`src/rtl/demux_pkg.sv`:
```
// Shared constants and FSM encoding for the 1:4 round-robin demux scheduler.
package demux_pkg;

    localparam int NCH   = 4;
    localparam int SEL_W = 2;

    typedef enum logic [1:0] {
        IDLE  = 2'd0,
        ARB   = 2'd1,
        GRANT = 2'd2
    } state_t;

    // One-hot decode of a channel select.
    function automatic logic [NCH-1:0] sel_onehot(input logic [SEL_W-1:0] sel);
        logic [NCH-1:0] oh;
        oh      = {NCH{1'b0}};
        oh[sel] = 1'b1;
        return oh;
    endfunction

endpackage

```
`src/rtl/demux_rr_ctrl_rr_pick.sv`:
```
// Rotating-priority find-first-set: first eligible channel after 'last', wrapping mod 4.
module rr_pick
    import demux_pkg::*;
(
    input  logic [NCH-1:0]   mask,
    input  logic [SEL_W-1:0] last,
    output logic [SEL_W-1:0] nxt,
    output logic             any
);

    logic [SEL_W-1:0] idx_s;

    // Scan from the farthest offset down so the nearest eligible channel wins.
    always_comb begin
        nxt   = last;
        idx_s = {SEL_W{1'b0}};
        for (int off = NCH; off >= 1; off--) begin
            idx_s = last + SEL_W'(off);
            nxt   = mask[idx_s] ? idx_s : nxt;
        end
        any = |mask;
    end

endmodule

```
`src/rtl/demux_rr_ctrl.sv`:
```
// Round-robin burst scheduler sharing one valid/ready stream across four consumers.
module demux_rr_ctrl
    import demux_pkg::*;
#(
    parameter int DW    = 8,
    parameter int BURST = 4,
    parameter int TMO   = 16
) (
    input  logic             clk,
    input  logic             rst_n,
    input  logic             en,
    input  logic [NCH-1:0]   mask,
    input  logic [DW-1:0]    in_data,
    input  logic             in_valid,
    output logic             in_ready,
    output logic [DW-1:0]    out_data,
    output logic [NCH-1:0]   out_valid,
    input  logic [NCH-1:0]   out_ready,
    output logic [SEL_W-1:0] s,
    output logic             busy
);

    localparam int BW = $clog2(BURST + 1);
    localparam int TW = $clog2(TMO + 2);
    localparam logic [BW-1:0] BEAT_LAST = BW'(BURST - 1);
    localparam logic [TW-1:0] TMO_LAST  = TW'((TMO > 0) ? (TMO - 1) : 0);

    state_t           state_r;
    state_t           state_nxt_s;
    logic [SEL_W-1:0] s_r;
    logic [SEL_W-1:0] last_r;
    logic [BW-1:0]    beat_cnt_r;
    logic [TW-1:0]    tmo_cnt_r;
    logic             busy_r;
    logic             granted_s;
    logic             xfer_s;
    logic             burst_done_s;
    logic             tmo_hit_s;
    logic [SEL_W-1:0] pick_nxt_s;
    logic             pick_any_s;

    rr_pick u_rr_pick (
        .mask (mask),
        .last (last_r),
        .nxt  (pick_nxt_s),
        .any  (pick_any_s)
    );

    // State register and registered busy flag.
    always_ff @(posedge clk or negedge rst_n) begin
        if (!rst_n) begin
            state_r <= IDLE;
            busy_r  <= 1'b0;
        end else begin
            state_r <= state_nxt_s;
            busy_r  <= (state_nxt_s == GRANT);
        end
    end

    // Next-state logic; a dropped grant outranks burst completion, which outranks timeout.
    always_comb begin
        state_nxt_s = state_r;
        case (state_r)
            IDLE:    state_nxt_s = (en && pick_any_s) ? ARB : IDLE;
            ARB:     state_nxt_s = (en && pick_any_s) ? GRANT : IDLE;
            GRANT: begin
                if (!granted_s) begin
                    state_nxt_s = IDLE;
                end else if (burst_done_s || tmo_hit_s) begin
                    state_nxt_s = ARB;
                end else begin
                    state_nxt_s = GRANT;
                end
            end
            default: state_nxt_s = IDLE;
        endcase
    end

    // Output gating; en and mask[s] act in the same cycle so no beat slips through.
    always_comb begin
        granted_s    = (state_r == GRANT) && en && mask[s_r];
        xfer_s       = in_valid && out_ready[s_r] && granted_s;
        burst_done_s = xfer_s && (beat_cnt_r == BEAT_LAST);
        tmo_hit_s    = (TMO != 0) && !xfer_s && (tmo_cnt_r == TMO_LAST);
        in_ready     = out_ready[s_r] && granted_s;
        out_valid    = sel_onehot(s_r) & {NCH{in_valid && granted_s}};
        out_data     = in_data;
        s            = s_r;
        busy         = busy_r;
    end

    // Select, last-served channel and beat/idle counters.
    always_ff @(posedge clk or negedge rst_n) begin
        if (!rst_n) begin
            s_r        <= {SEL_W{1'b0}};
            last_r     <= 2'd3;
            beat_cnt_r <= {BW{1'b0}};
            tmo_cnt_r  <= {TW{1'b0}};
        end else begin
            case (state_r)
                ARB: begin
                    beat_cnt_r <= {BW{1'b0}};
                    tmo_cnt_r  <= {TW{1'b0}};
                    if (state_nxt_s == GRANT) begin
                        s_r <= pick_nxt_s;
                    end else begin
                        s_r <= s_r;
                    end
                end
                GRANT: begin
                    if (state_nxt_s != GRANT) begin
                        last_r <= s_r;
                    end else begin
                        last_r <= last_r;
                    end
                    if (xfer_s) begin
                        beat_cnt_r <= beat_cnt_r + BW'(1);
                        tmo_cnt_r  <= {TW{1'b0}};
                    end else begin
                        tmo_cnt_r  <= tmo_cnt_r + TW'(1);
                    end
                end
                default: begin
                    s_r <= s_r;
                end
            endcase
        end
    end

endmodule

```
`config.mk`:
```
export PLATFORM = sky130hd
export DESIGN_NAME = demux_rr_ctrl
export DESIGN_NICKNAME = d
export VERILOG_FILES = /design/src/rtl/demux_pkg.sv /design/src/rtl/demux_rr_ctrl_rr_pick.sv /design/src/rtl/demux_rr_ctrl.sv
export SDC_FILE = /design/constraint.sdc
export NUM_CORES = 1
export LEC_CHECK = 0
export ABC_AREA = 1
export BUFFER_PORTS_ARGS = -buffer_cell sky130_fd_sc_hd__buf_2
export CORE_UTILIZATION = 38
export DETAILED_ROUTE_END_ITERATION = 6
export PLACE_DENSITY_LB_ADDON = 0.08
export SYNTH_ARGS = -nofsm -noshare
export SYNTH_HDL_FRONTEND = slang
export SYNTH_SLANG_ARGS = --single-unit
```
`constraint.sdc`:
```
create_clock -name clk -period 2.5 [get_ports clk]
set_input_delay 0.375 -clock clk [delete_from_list [all_inputs] [get_ports clk]]
set_output_delay 0.375 -clock clk [all_outputs]
set_load 0.02 [all_outputs]
```
==> results of run 1 <==
worst max-delay path: stages, from the launching register on:
cell and delay, ns:
dfrtp_1 0.41, inv_1 0.09, ha_1 0.28, nand2_1 0.15
nor2_4 0.21, nand2_1 0.14, nor3_1 0.15, buf_2 0.19
how the worst max path moves through the flow:
stage                        end  startpoint  slack (ns)
floorplan           out_valid[0]        s[0]        0.53
global placement    out_valid[2]  state_r[0]        0.57
detailed placement  out_valid[3]  state_r[0]        0.53
CTS                 out_valid[3]  state_r[0]        0.20
global route        out_valid[0]        s[1]        0.07
finish              out_valid[3]  state_r[0]        0.23
registers in the layout (all words and copies together), names as in the netlist:
signal	count
state_r	2
tmo_cnt_r	5
beat_cnt_r	3
last_r	2
busy	1
s	2
repair_timing:
item,4_1_cts,5_1_grt
endpoints found under the setup margin,0,0
hold endpoints to repair,13,0
hold buffers,1,0
layer usage:
metal | global-route usage [%] | vias to the layer above
met2 | 23.7 | 17
met1 | 24.1 | 416
met4 | 3.83 | 0
met3 | 4.76 | 4
li1 | - | 521
met5 | 0 | -
cell families after synthesis:
group,after synthesis,share of synthesized area [%]
simple gates,80,32.3
buf+inv,35,15.6
compound gates,18,8.64
flops,15,32.6
fa+ha+maj,8,8.64
xor+xnor,3,2.27
power breakdown:
part | switching (mW) | total, mW | internal (mW)
sequential | 0.101 | 0.399 | 0.298
combinational | 0.281 | 0.441 | 0.160
clock | 0.0845 | 0.144 | 0.0595
total | 0.466 | 0.984 | 0.518
per-stage QoR:
stage                     cell area [um^2]  instances  hold WS [ns]
after CTS                             1240        203         0.506
final                                 1240        203         0.503
after floorplan                       1160        159        0.0794
after global routing                  1240        203         0.510
after detailed placement              1200        198         0.307
after global placement                1200        198         0.302
area by class of cell:
| type | instances | area (um^2) |
|---|---|---|
| inverter | 24 | 92.6 |
| fill | 293 | 1590 |
| clock buffer | 3 | 22.5 |
| multi-input combinational | 109 | 601 |
| sequential | 15 | 378 |
| clock inverter | 1 | 5.00 |
| tap | 31 | 38.8 |
| timing repair buffer | 20 | 105 |
Yosys cell counts (all sizes together) (2+ instances only):
| library cell | count |
|---|---|
| nand2 | 45 |
| buf | 11 |
| a21oi | 6 |
| o21ai | 8 |
| nor3 | 6 |
| ha | 8 |
| xor2 | 2 |
| a21boi | 2 |
| dfrtp | 13 |
| nor2 | 12 |
| nand3 | 17 |
| inv | 24 |
| dfstp | 2 |
placed cells by master (no fill, tap or decap), drive strengths merged, types with 3 or more instances in the layout:
master   n
nand2   45
inv     24
buf     19
nand3   17
dfrtp   13
nor2    12
o21ai    8
ha       8
nor3     6
a21oi    6
clkbuf   3
==> impl_metrics.json, run 1 <==
{
  "slew_headroom_pct": 69.8,
  "rows": 19,
  "fin_nets": 201,
  "grt_pass1_wl_um": 4160,
  "wl_met2_um": 1000,
  "powerDensity_nw_per_um2": 792,
  "worst_slew_pin_slew_ns": 0.453,
  "firstDrtPassIters": 7,
  "r2r-end": "s[1]",
  "yosys_most_used_dff": "dfrtp_1",
  "die_h_um": 57.2,
  "globalRouteTotalUtil_pct": 16.4,
  "synth_area_leader_cell": "dfrtp_1",
  "die_w_um": 57.2,
  "arrival_ns": 1.90,
  "grt_max_degree": 16,
  "leakagePower_nw": 0.670,
  "cts.sinks": 15,
  "gp_congestion": 0.775,
  "grt_pass1_vias": 903,
  "viasPerCell": 4.72,
  "die-area_um2": 3270,
  "pre_cts_ws_ns": 0.529,
  "skew_ns": 0.0105,
  "dr.first_iter.drc_count": 34,
  "total_power_uw": 984,
  "wire_per_inst_um": 12.0,
  "syn_inst": 159,
  "yosysTopAreaCellShare_pct": 28.1,
  "cp-start-kind": "flip-flop",
  "critPathCaptureType": "primary output",
  "finalCritPeriodShare_pct": 90.8,
  "synthToLayoutAreaGrowth_pct": 7.24,
  "synth_edf_count": 0,
  "ant_nets": 0,
  "setup_tns_ns": 0,
  "max-vdd-ir-drop_mv": 0.255,
  "met3_length_um": 126,
  "synth_nets": 187,
  "drt-met1-wl_um": 1290,
  "grt_antenna_before_repair": 0,
  "async_flop_share_pct": 100,
  "hold_viol_final": 0,
  "failed_checks": "design-rule violations",
  "routed_wl_um": 2430,
  "reg2reg_slack_ns": 0.60,
  "remaining_drc_errors": 3,
  "top_layer_used": "met4",
  "clk_latency_ns": 0.29,
  "cts_buffers": 3,
  "initial_core_util_pct": 41.0,
  "final_util_pct": 43.9,
  "r2r.worst_path.cells": 13,
  "finalWorstSetupSlack_ns": 0.229,
  "vias": 958,
  "tritoncts": "built",
  "synth.area.top_cells": "dfrtp_1 (28%), nand2_1 (13%), ha_1 (8.6%)",
  "root_buffer": "clkbuf_4",
  "portBuffers": 19,
  "post_cts.repair.setup_buffers": 0,
  "ys_seq_area_share_pct": 32.6,
  "io_pins": 36,
  "clk_path_buf_depth": 2,
  "ys_ff_latch": 15,
  "r2r-start": "state_r[0]",
  "yosysWarnings": 0,
  "setup_viol_count_final": 0,
  "min_period_ns": 2.27,
  "hpwl_um": 1940,
  "cp.required_ns": 2.12,
  "synth_cell_type_count": 24,
  "maxCapViolations": 0,
  "cts_resized": 0,
  "fmax_mhz": 440,
  "n_antenna_cell": 0,
  "clk_pin_slew_ns": 0.10,
  "grt_setup_unrepaired": "false",
  "h-tree-depth": 1,
  "grt.overflow.total": 0,
  "synth_area_um2": 1160,
  "min_path_type": "input pin to asynchronous set/reset pin",
  "status": "finished, violations left",
  "avgSynthCellArea_um2": 7.29,
  "crit_type": "flip-flop to primary output",
  "slew_viol_final": 0,
  "crit_fanout": 6,
  "core_area_um2": 2830,
  "drive_gt1_share_pct": 21.5
}
Note: power is estimated with default switching activity, not from simulation.
==> run 2: changes to the inputs <==
Settings changed: ABC_AREA 1 to not set.
==> impl_metrics.json, run 2 <==
{
  "status": "finished, violations left",
  "failed_checks": "design-rule violations",
  "synth_edf_count": 0,
  "cts.sinks": 15,
  "synth_cell_type_count": 48,
  "comb_power_share_pct": 40.6,
  "yosysTopAreaCellShare_pct": 27.7,
  "yosys_most_used_dff": "dfrtp_1",
  "synth_area_leader_cell": "dfrtp_1",
  "maxCapViolations": 0,
  "n_antenna_cell": 0,
  "rows": 19,
  "min_period_ns": 2.32,
  "grt_max_degree": 16,
  "async_flop_share_pct": 100,
  "worst_slew_pin_slew_ns": 0.468,
  "grt.overflow.total": 0,
  "die_h_um": 57.6,
  "cpPeakStageDelay_ns": 0.43,
  "largest_register": "tmo_cnt_r",
  "clk_path_buf_depth": 2,
  "cp_cell_sequence": "inv_1 -> ha_2 -> nand3_1 -> nor4b_1 -> buf_2",
  "ys_seq_area_share_pct": 32.2,
  "slew_viol_final": 0,
  "synth_area_um2": 1170,
  "vias": 925,
  "slowest_stage": "nor4b_1",
  "r2r.worst_path.cells": 5,
  "grt_pass1_vias": 919,
  "power.share.clock_pct": 16.4,
  "tritoncts": "built",
  "grt_setup_unrepaired": "false",
  "ant_nets": 0,
  "hold_viol_final": 0,
  "crit_family": "simple AND/OR/NAND/NOR gates",
  "power_frac_seq_pct": 43.0,
  "wire_per_inst_um": 15.4,
  "grt_antenna_before_repair": 0,
  "firstDrtPassIters": 5,
  "finalWorstSetupSlack_ns": 0.176,
  "cts_buffers": 3,
  "avgSynthCellArea_um2": 9.70,
  "final_util_pct": 44.7,
  "clk_latency_ns": 0.29,
  "worstHoldPathCells": 3,
  "drive_gt1_share_pct": 28.6,
  "most-common-layout-cells": "buf_2 (19), dfrtp_1 (13), inv_1 (11)",
  "core_area_um2": 2830,
  "setup_tns_ns": 0,
  "top_regs": "tmo_cnt_r: 5 flops, beat_cnt_r: 3 flops",
  "synth.area.top_cells": "dfrtp_1 (28%), ha_1 (8.5%), buf_4 (5.1%)",
  "place_inst": 159,
  "powerDensity_nw_per_um2": 689,
  "p_sw_share_pct": 40.8,
  "stdcell_count": 164,
  "synth_nets": 149,
  "skew_ns": 0.0133,
  "setup_viol_count_final": 0,
  "min_path_type": "input pin to flip-flop",
  "leakagePower_nw": 0.576,
  "gp_congestion": 0.836,
  "p_sw_uw": 355,
  "clk_pin_slew_ns": 0.10,
  "mostFrequentLayoutCell": "buf_2",
  "grt_pass1_wl_um": 4350,
  "yosysWarnings": 0,
  "max-vdd-ir-drop_mv": 0.233,
  "cp.depth": 5,
  "synthToLayoutAreaGrowth_pct": 7.68,
  "globalRouteTotalUtil_pct": 17.5,
  "p_int_uw": 515,
  "hpwl_um": 1950,
  "ys_ff_latch": 15,
  "cp.required_ns": 2.12,
  "arrival_ns": 1.95,
  "portBuffers": 19,
  "fmax_mhz": 430,
  "crit_fanout": 9,
  "dr.first_iter.drc_count": 51,
  "cp-start-kind": "flip-flop",
  "routed_wl_um": 2520,
  "pre_cts_ws_ns": 0.286,
  "fin_nets": 162,
  "syn_inst": 121,
  "crit_type": "flip-flop to primary output",
  "slew_headroom_pct": 68.8,
  "largest_register_ffs": 5,
  "viasPerCell": 5.64,
  "root_buffer": "clkbuf_4",
  "io_pins": 36,
  "remaining_drc_errors": 2,
  "die-area_um2": 3310,
  "h-tree-depth": 1,
  "critPathCaptureType": "primary output",
  "synth_common_cells": "dfrtp_1 (13), inv_1 (11), buf_4 (8), ha_1 (8), nand2_1 (7)",
  "yosysMostFrequentCell": "dfrtp_1",
  "crit_buf_inv": 2,
  "initial_core_util_pct": 41.5,
  "die_w_um": 57.6,
  "finalCritPeriodShare_pct": 93.0
}
-- run 2: cell count changes in the layout (fill, tap and decap cells not counted), moves of 3 or more --
cell and change:
nand3b_1 +3, nor2_4 -3, nand2b_1 +3, nand2_1 -33, mux2i_1 +5, nand2_2 -4, nand3_1 -12, nor3_1 -6
inv_1 -11, a21oi_1 -4, o21ai_0 -3
-- run 2: area by class of cell --
cell class / instances / area (um^2)
fillers: 281 / 1570
flip-flops and latches: 15 / 378
inverters: 11 / 41.3
multi-input cells: 83 / 673
repair buffers: 20 / 105
clock buffers: 3 / 22.5
clock inverters: 1 / 5.00
well taps: 31 / 38.8
-- run 2: stage by stage --
stage	hold slack (ns)	instance area (um^2)	total power [mW]
3_3_place_gp	0.312	1220	0.722
6_report	0.466	1260	0.870
2_1_floorplan	0.0794	1170	0.660
5_1_grt	0.453	1260	0.946
3_5_place_dp	0.313	1220	0.729
4_1_cts	0.450	1260	0.880
-- run 2: power by group through the flow --
stage	registers, mW	clock network (mW)	logic, mW
detailed placement	0.377	0	0.352
global placement	0.375	0	0.347
floorplan	0.350	0	0.311
global route	0.388	0.165	0.393
CTS	0.373	0.153	0.354
finish	0.375	0.142	0.353
-- run 2: logic make-up after synthesis --
| group | share of synthesized area (%) |
|---|---|
| fa+ha+maj | 8.53 |
| flops | 32.2 |
| mux | 10.1 |
| simple gates | 18.8 |
| buf+inv | 10.7 |
| compound gates | 19.7 |
-- run 2: worst paths after layout --
check                               from       endpoint  slack (ns)
setup / recovery              state_r[0]   out_valid[3]        0.18
setup reg to reg                    s[1]           s[0]        0.35
hold / removal                        en     state_r[1]        0.47
min in group asynchronous          rst_n           s[0]        0.51
max in group asynchronous          rst_n      last_r[0]        1.68
hold reg to reg            beat_cnt_r[0]  beat_cnt_r[0]        0.50
-- run 2: worst min-delay path, stage by stage --
cell     delay [ns]
buf_2          0.13
nand3_1        0.12
a21oi_1        0.09
-- run 2: layer usage --
layer,vias up,track usage (%),wire [um]
met5,-,0,0
met4,0,5.23,28
met3,8,4.99,107
met2,15,28.4,1240
met1,439,22.6,1150
li1,463,-,-
-- run 2: repair_timing --
action	CTS	global route
setup endpoints to repair	0	3
gates resized for setup	0	1
endpoints found under the hold margin	13	0
hold buffers	1	0
buffers inserted	0	0
==> run 3: changes to the inputs <==
Settings changed: PLACE_DENSITY_LB_ADDON 0.08 to not set.
==> impl_metrics.json, run 3 (same netlist as run 2, synthesis figures left out) <==
{
  "cpPeakStageDelay_ns": 0.41,
  "drive_gt1_share_pct": 27.1,
  "slowest_stage": "dfrtp_1",
  "gp_congestion": 0.780,
  "finalCritPeriodShare_pct": 91.8,
  "top_regs": "tmo_cnt_r: 5 flops, beat_cnt_r: 3 flops",
  "slew_headroom_pct": 71.0,
  "finalWorstSetupSlack_ns": 0.204,
  "min_path_type": "input pin to flip-flop",
  "largest_register": "tmo_cnt_r",
  "root_buffer": "clkbuf_4",
  "fmax_mhz": 436,
  "dpl_cell_area_um2": 1220,
  "powerDensity_nw_per_um2": 686,
  "setup_viol_count_final": 0,
  "tritoncts": "built",
  "die_w_um": 57.6,
  "grt_pass1_vias": 926,
  "portBuffers": 19,
  "crit_family": "simple AND/OR/NAND/NOR gates",
  "maxCapViolations": 0,
  "pre_cts_ws_ns": 0.318,
  "min_period_ns": 2.30,
  "grt_max_degree": 16,
  "crit_type": "flip-flop to primary output",
  "r2r-end": "s[1]",
  "rows": 19,
  "remaining_drc_errors": 4,
  "place_inst": 159,
  "globalRouteTotalUtil_pct": 17.5,
  "vias": 922,
  "design_area_um2": 1260,
  "mostFrequentLayoutCell": "buf_2",
  "clk_latency_ns": 0.29,
  "grt_setup_unrepaired": "false",
  "fin_nets": 162,
  "cts_buffers": 3,
  "n_antenna_cell": 0,
  "grt.overflow.total": 0,
  "cts.sinks": 15,
  "holdBufCountCts": 1,
  "clk_pin_slew_ns": 0.09,
  "most-common-layout-cells": "buf_2 (19), dfrtp_1 (13), inv_1 (11)",
  "io_pins": 36,
  "r2r-start": "state_r[0]",
  "skew_ns": 0.00791,
  "worst_slew_pin_slew_ns": 0.433,
  "routed_wl_um": 2460,
  "cp.required_ns": 2.12,
  "crit_buf_inv": 2,
  "core_area_um2": 2830,
  "die-area_um2": 3310,
  "firstDrtPassIters": 6,
  "h-tree-depth": 1,
  "nFillCells": 268,
  "failed_checks": "design-rule violations",
  "largest_register_ffs": 5,
  "holdCritStartpoint": "en",
  "wire_per_inst_um": 15.0,
  "die_h_um": 57.6,
  "cp-start-kind": "flip-flop",
  "synthToLayoutAreaGrowth_pct": 7.36,
  "slew_viol_final": 0,
  "hold_viol_final": 0,
  "max-vdd-ir-drop_mv": 0.342,
  "hold_end": "state_r[1]",
  "reg2reg_slack_ns": 0.29,
  "viasPerCell": 5.62,
  "r2r.worst_path.cells": 7,
  "ant_nets": 0,
  "cp_cell_sequence": "inv_1 -> ha_1 -> nand3_1 -> nor4b_1 -> buf_2",
  "grt_pass1_wl_um": 4360,
  "worstHoldPathCells": 3,
  "stdcell_count": 164,
  "initial_core_util_pct": 41.5,
  "grt_antenna_before_repair": 0,
  "post_cts.repair.setup_buffers": 0,
  "setup_tns_ns": 0,
  "clk_path_buf_depth": 2,
  "crit_fanout": 9,
  "hpwl_um": 1890,
  "leakagePower_nw": 0.575,
  "arrival_ns": 1.92,
  "dr.first_iter.drc_count": 44,
  "status": "finished, violations left",
  "critPathCaptureType": "primary output",
  "cts_resized": 0
}
[run 3: changes by cell type in the layout (fill, tap and decap cells not counted)]
| cell | previous run | this run |
|---|---|---|
| clkbuf_1 | 0 | 1 |
| clkinv_2 | 1 | 0 |
| ha_1 | 7 | 8 |
| ha_2 | 1 | 0 |
[run 3: power by group]
| group | internal, mW | switching (mW) |
|---|---|---|
| Sequential | 0.295 | 0.0763 |
| Combinational | 0.161 | 0.191 |
| Clock | 0.0620 | 0.0785 |
[run 3: area by class of cell]
type	instances	area, um^2	share of cell area (%)
inverters	11	41.3	3.28
flip-flops and latches	15	378	30.0
multi-input cells	83	671	53.2
well taps	31	38.8	3.08
clock buffers	4	26.3	2.09
repair buffers	20	105	8.34
[run 3: worst max-delay path by stage]
stage                    start      endpoint  slack [ns]  cells after the start
global route        state_r[0]      in_ready        0.03                      6
floorplan           state_r[0]  out_valid[3]        0.39                      5
global placement    state_r[0]          s[0]        0.38                      7
CTS                 state_r[0]  out_valid[3]        0.18                      5
finish              state_r[0]  out_valid[3]        0.20                      5
detailed placement  state_r[0]          s[0]        0.32                      7
[run 3: metrics by stage]
stage                     hold WS [ns]  utilization (%)  total power, mW
final                            0.467             44.5            0.864
after global routing             0.477             44.5            0.937
after CTS                        0.459             44.5            0.872
after detailed placement         0.306             43.3            0.724
after global placement           0.304             43.3            0.717
after floorplan                 0.0794                -            0.660
[run 3: tightest hold or removal path, cell delays in order]
cell     delay [ns]
buf_2          0.13
nand3_1        0.12
a21oi_1        0.09
[run 3: metal layers]
layer / up-vias / global-route usage [%] / routed length (um)
li1: 461 / - / -
met1: 435 / 22.1 / 1120
met2: 20 / 28.2 / 1160
met3: 6 / 5.67 / 142
met4: 0 / 5.57 / 29
met5: - / 0 / 0
